`src/rtl/fetch_redirect_controller.sv`:
```
// Fetch-stage PC sequencer: arbitrates stalls and redirects into registered,
// one-hot freeze/jump commands for the program counter plus IF/ID flush pulses.
module fetch_redirect_controller #(
  parameter int          FREEZE_W   = 4,
  parameter logic [31:0] EXC_VECTOR = 32'h00004180
) (
  input  logic                clock,
  input  logic                reset,
  input  logic                stall_req,
  input  logic [FREEZE_W-1:0] stall_cycles,
  input  logic                id_jump,
  input  logic [31:0]         id_jump_target,
  input  logic                ex_branch_taken,
  input  logic [31:0]         ex_branch_target,
  input  logic                exc_req,
  output logic                jump_enabled,
  output logic [31:0]         jump_target,
  output logic                freeze,
  output logic                flush_if,
  output logic                flush_id,
  output logic                pending
);

  typedef enum logic {RUN, FREEZE} state_t;

  // Redirect priority level: 3 = exception, 2 = EX branch, 1 = ID jump, 0 = none.
  typedef logic [1:0] level_t;

  state_t              state_q, state_d;
  logic [FREEZE_W-1:0] cnt_q, cnt_d;
  level_t              pend_lvl_q, pend_lvl_d;
  logic [31:0]         pend_tgt_q, pend_tgt_d;
  logic                jump_en_q, jump_en_d;
  logic [31:0]         jump_tgt_q, jump_tgt_d;
  logic                freeze_q, freeze_d;
  logic                flush_if_q, flush_if_d;
  logic                flush_id_q, flush_id_d;

  level_t      req_lvl;
  logic [31:0] req_tgt;
  level_t      issue_lvl;
  logic [31:0] issue_tgt;

  always_comb begin
    req_lvl = 2'd0;
    req_tgt = 32'h0;
    if (exc_req) begin
      req_lvl = 2'd3;
      req_tgt = EXC_VECTOR;
    end else if (ex_branch_taken) begin
      req_lvl = 2'd2;
      req_tgt = ex_branch_target;
    end else if (id_jump) begin
      req_lvl = 2'd1;
      req_tgt = id_jump_target;
    end
  end

  always_comb begin
    state_d    = state_q;
    cnt_d      = cnt_q;
    pend_lvl_d = pend_lvl_q;
    pend_tgt_d = pend_tgt_q;
    issue_lvl  = 2'd0;
    issue_tgt  = 32'h0;
    freeze_d   = 1'b0;

    case (state_q)
      RUN: begin
        if (req_lvl != 2'd0) begin
          issue_lvl = req_lvl;
          issue_tgt = req_tgt;
        end else if (stall_req && (stall_cycles != '0)) begin
          cnt_d    = stall_cycles;
          freeze_d = 1'b1;
          state_d  = FREEZE;
        end
      end
      FREEZE: begin
        if (exc_req) begin
          issue_lvl  = 2'd3;
          issue_tgt  = EXC_VECTOR;
          pend_lvl_d = 2'd0;
          cnt_d      = '0;
          state_d    = RUN;
        end else if (cnt_q == FREEZE_W'(1)) begin
          // Ties go to the older buffered entry, matching the capture rule.
          if (req_lvl > pend_lvl_q) begin
            issue_lvl = req_lvl;
            issue_tgt = req_tgt;
          end else begin
            issue_lvl = pend_lvl_q;
            issue_tgt = pend_tgt_q;
          end
          pend_lvl_d = 2'd0;
          cnt_d      = '0;
          state_d    = RUN;
        end else begin
          cnt_d    = cnt_q - FREEZE_W'(1);
          freeze_d = 1'b1;
          if (req_lvl > pend_lvl_q) begin
            pend_lvl_d = req_lvl;
            pend_tgt_d = req_tgt;
          end
        end
      end
      default: state_d = RUN;
    endcase

    jump_en_d  = (issue_lvl != 2'd0);
    jump_tgt_d = jump_en_d ? {issue_tgt[31:2], 2'b00} : 32'h0;
    flush_if_d = jump_en_d;
    flush_id_d = (issue_lvl >= 2'd2);
  end

  always_ff @(posedge clock) begin
    if (reset) begin
      state_q    <= RUN;
      cnt_q      <= '0;
      pend_lvl_q <= 2'd0;
      pend_tgt_q <= 32'h0;
      jump_en_q  <= 1'b0;
      jump_tgt_q <= 32'h0;
      freeze_q   <= 1'b0;
      flush_if_q <= 1'b0;
      flush_id_q <= 1'b0;
    end else begin
      state_q    <= state_d;
      cnt_q      <= cnt_d;
      pend_lvl_q <= pend_lvl_d;
      pend_tgt_q <= pend_tgt_d;
      jump_en_q  <= jump_en_d;
      jump_tgt_q <= jump_tgt_d;
      freeze_q   <= freeze_d;
      flush_if_q <= flush_if_d;
      flush_id_q <= flush_id_d;
    end
  end

  assign jump_enabled = jump_en_q;
  assign jump_target  = jump_tgt_q;
  assign freeze       = freeze_q;
  assign flush_if     = flush_if_q;
  assign flush_id     = flush_id_q;
  assign pending      = (pend_lvl_q != 2'd0);

endmodule

```
`config.mk`:
```
export PLATFORM = sky130hd
export DESIGN_NAME = fetch_redirect_controller
export DESIGN_NICKNAME = d
export VERILOG_FILES = /design/src/rtl/fetch_redirect_controller.sv
export SDC_FILE = /design/constraint.sdc
export NUM_CORES = 1
export LEC_CHECK = 0
export BUFFER_PORTS_ARGS = -buffer_cell sky130_fd_sc_hd__buf_2
export CORE_UTILIZATION = 53
export CTS_CLUSTER_SIZE = 10
export DETAILED_ROUTE_END_ITERATION = 16
export HOLD_SLACK_MARGIN = 0.02
export PLACE_DENSITY_LB_ADDON = 0.12
export SLEW_MARGIN = 20
export SYNTH_ARGS = -nofsm -noshare
export SYNTH_HDL_FRONTEND = slang
export SYNTH_SLANG_ARGS = --single-unit
```
`constraint.sdc`:
```
create_clock -name clock -period 5 [get_ports clock]
set_input_delay 1.5 -clock clock [delete_from_list [all_inputs] [get_ports clock]]
set_output_delay 1.5 -clock clock [all_outputs]
set_load 0.05 [all_outputs]
```
==> results.json <==
{
  "outcome": "completed",
  "placed_cell_area_um2": 3577,
  "yosys_warnings": 0,
  "rsz0062_at_grt": "false",
  "ys_seq_elements": 69,
  "synth_edf_count": 0,
  "maxSlewHeadroom_pct": 46.55,
  "max_cap_violations": 0,
  "totalPowerFinal_mw": 1.144,
  "die_height_um": 78.58,
  "timing.final.max_slew_violations": 0,
  "startpoint_type": "primary input",
  "global_route_track_usage_on_met2_pct": 44.70,
  "post-cts-setup-buffer-count": 0,
  "post-route-period-util_pct": 74.37,
  "finalSetupTns_ns": 0,
  "cts.root.buffer_cell": "clkbuf_8",
  "clock_sink_count": 69,
  "power.leakage_nw": 1.594,
  "cts_buffers": 9,
  "grt_util_all_layers_pct": 26.43,
  "antenna_found_initial": 0,
  "final_core_utilization_pct": 67.43,
  "ctsResizeCount": 0,
  "floorplan.initialDensity_pct": 55.76,
  "antenna_cells_inserted": 0,
  "dr_total_vias": 2969,
  "maximum_number_of_buffers_from_clock_root_to_sink": 2,
  "grt_start_max_net_pins": 42,
  "gate_count_of_the_mapped_netlist": 379,
  "async_flop_share_pct": 0,
  "tritoncts": "done",
  "clkLatencyLatePin_ns": 0.34,
  "critPathKind": "primary input to flop",
  "dominantRegCellSynth": "dfxtp_1",
  "power.share.clock_pct": 34.4,
  "post_synth_num_cell_types": 40,
  "firstDrtPassIters": 4,
  "fp.dieArea_um2": 6174,
  "finalHoldWorstSlack_ns": 0.4560,
  "timing.critical_path.required_ns": 5.21,
  "internal_power_mw": 0.8144,
  "finalSetupViolations": 0,
  "maxClockFrequency_mhz": 268.9,
  "power.switching_mw": 0.3301,
  "final_nets": 546,
  "drt_drc_violations_left": 0,
  "min_period_ns": 3.719,
  "final_setup_skew_ns": 0.007850,
  "buffer_ports.inserted": 104,
  "boundaryPins": 111,
  "switching_share_pct": 28.84,
  "vdd.ir_drop.worst_uv": 177.3,
  "worst-slew-pin-transition_ns": 0.7934,
  "route.detailed.wl_per_inst_um": 13.94,
  "final_antenna_net_count": 0,
  "initial_drc_count": 184,
  "yosysSeqAreaShare_pct": 44.44,
  "global_route.usage.met1_pct": 32.08,
  "seqPwrFrac_pct": 49.7,
  "synth.cell_area_um2": 3108,
  "holdCritPathClass": "flop to flop",
  "critPathArrivalTime_ns": 3.93,
  "pwr_density_cell_nw_per_um2": 304.5,
  "busiest_layer": "met2",
  "rows": 27,
  "worstSetupEndpointType": "flop",
  "hold_viol_final": 0,
  "comb_power_share_pct": 15.9,
  "via_count_of_the_first_global_routing_pass": 2793,
  "global_route.overflow_total": 0,
  "cts_hold_buffers": 0,
  "layout-area-overhead-vs-synth_pct": 20.93,
  "post_synth.cell_area_avg_um2": 8.200,
  "global_route_wire_length_before_repair_um": 12690,
  "routed_wirelength_um": 7567,
  "worstPathMaxFanout": 13,
  "fraction_of_layout_cells_with_a_size_suffix_above_1_pct": 28.66,
  "die_x_um": 78.58,
  "viasPerCell": 5.468,
  "clkTransAtPathRegs_ns": 0.07,
  "routabilityCongestion": 0.8393,
  "design.core.area_um2": 5574,
  "cts-htree-levels": 3,
  "final_cell_area_um2": 3759,
  "gr-usage-met3_pct": 5.116,
  "hpwlAfterDp_um": 4809
}
[power groups by stage]
stage / sequential (mW) / clock, mW / combinational [mW]
2_1_floorplan: 0.619 / 0 / 0.0915
3_3_place_gp: 0.581 / 0 / 0.177
3_5_place_dp: 0.581 / 0 / 0.180
4_1_cts: 0.569 / 0.396 / 0.181
5_1_grt: 0.570 / 0.420 / 0.198
6_report: 0.568 / 0.394 / 0.182
[cell type report]
| type | count | area [µm²] |
|---|---|---|
| Sequential cell | 69 | 1381 |
| Clock inverter | 4 | 25.02 |
| Inverter | 6 | 22.52 |
| Multi-Input combinational cell | 271 | 1525 |
| Fill cell | 479 | 1815 |
| Timing Repair Buffer | 110 | 573.1 |
| Tap cell | 72 | 90.09 |
| Clock buffer | 11 | 141.4 |
[logic make-up after synthesis]
logic type	after synthesis	share of synthesized area, %
and+or+nand+nor	153	20.93
AOI/OAI and AO/OA	107	24.32
DFF	69	44.44
buffers and inverters	40	6.924
adders and majority gates	5	2.013
muxes	3	0.9662
other	1	0.1207
xor gates and xnor gates	1	0.2819
[Yosys cell counts (2+ instances only)]
cell type,instances,share of area (%)
a21oi_1,30,4.8
a221o_1,3,0.97
a222oi_1,3,0.97
a22oi_1,53,13
buf_2,7,1.1
buf_4,3,0.72
buf_6,6,2.2
clkbuf_1,18,2.2
dfxtp_1,69,44
ha_1,5,2.0
inv_1,5,0.60
mux2i_1,3,0.97
nand2_1,59,7.1
nand2b_1,3,0.60
nand3_1,2,0.32
nand3b_1,2,0.48
nor2_1,70,8.5
nor2b_1,3,0.60
nor3_1,5,0.81
o21a_1,2,0.48
o21ai_0,4,0.64
o22ai_1,2,0.40
o32ai_1,2,0.56
or2_2,3,0.60
or3b_1,2,0.56
[stage by stage]
stage          setup slack, ns  std cells
6_report                 1.281        543
5_1_grt                  1.145        543
4_1_cts                  1.104        542
3_5_place_dp            0.7636        527
3_3_place_gp            0.8270        527
2_1_floorplan            1.470        380
[placed cells by master, fill, tap and decap left out, types with 2 or more instances in the layout]
cell type	instances
buf_2	104
nor2_1	69
dfxtp_1	69
nand2_1	59
a22oi_1	53
a21oi_1	30
clkbuf_8	10
inv_1	5
nor3_1	5
ha_1	5
buf_4	5
o21ai_0	4
or2_2	3
nand2b_1	3
a221o_1	3
mux2i_1	3
a222oi_1	3
or3b_1	2
nand3_1	2
nor2b_1	2
o21a_1	2
o32ai_1	2
nand3b_1	2
o22ai_1	2
conb_1	2
clkinvlp_4	2
clkinv_2	2
[worst paths after layout]
path	startpoint	to	slack, ns	cells after the start
max reg2reg	cnt_q[0]$_SDFFE_PP0P_	pend_tgt_q[3]$_SDFFE_PP0P_	2.45	7
max	exc_req	jump_target[14]$_SDFF_PP0_	1.28	8
min reg2reg	pend_tgt_q[19]$_SDFFE_PP0P_	pend_tgt_q[19]$_SDFFE_PP0P_	0.46	2
min	pend_tgt_q[19]$_SDFFE_PP0P_	pend_tgt_q[19]$_SDFFE_PP0P_	0.46	2
[critical path, cell delays in order]
cell      delay, ns
buf_2          0.19
or2_2          0.36
ha_1           0.31
nor2b_1        0.15
o21ai_0        0.63
o22ai_1        0.24
a222oi_1       0.48
nor2_1         0.08
[state kept, by name (all words and copies together), names as in the netlist]
register	cells
jump_target	30
pend_tgt_q	30
cnt_q	4
pend_lvl_q	2
flush_id	1
flush_if	1
freeze	1
[per-layer routing]
metal	wire, µm	share of wire (%)	vias up
met5	0	0	-
met4	85	1.1	0
met3	471	6.2	7
met2	3706	49	105
met1	3304	44	1362
li1	-	-	1495
Note: power is estimated with default switching activity, not from simulation.
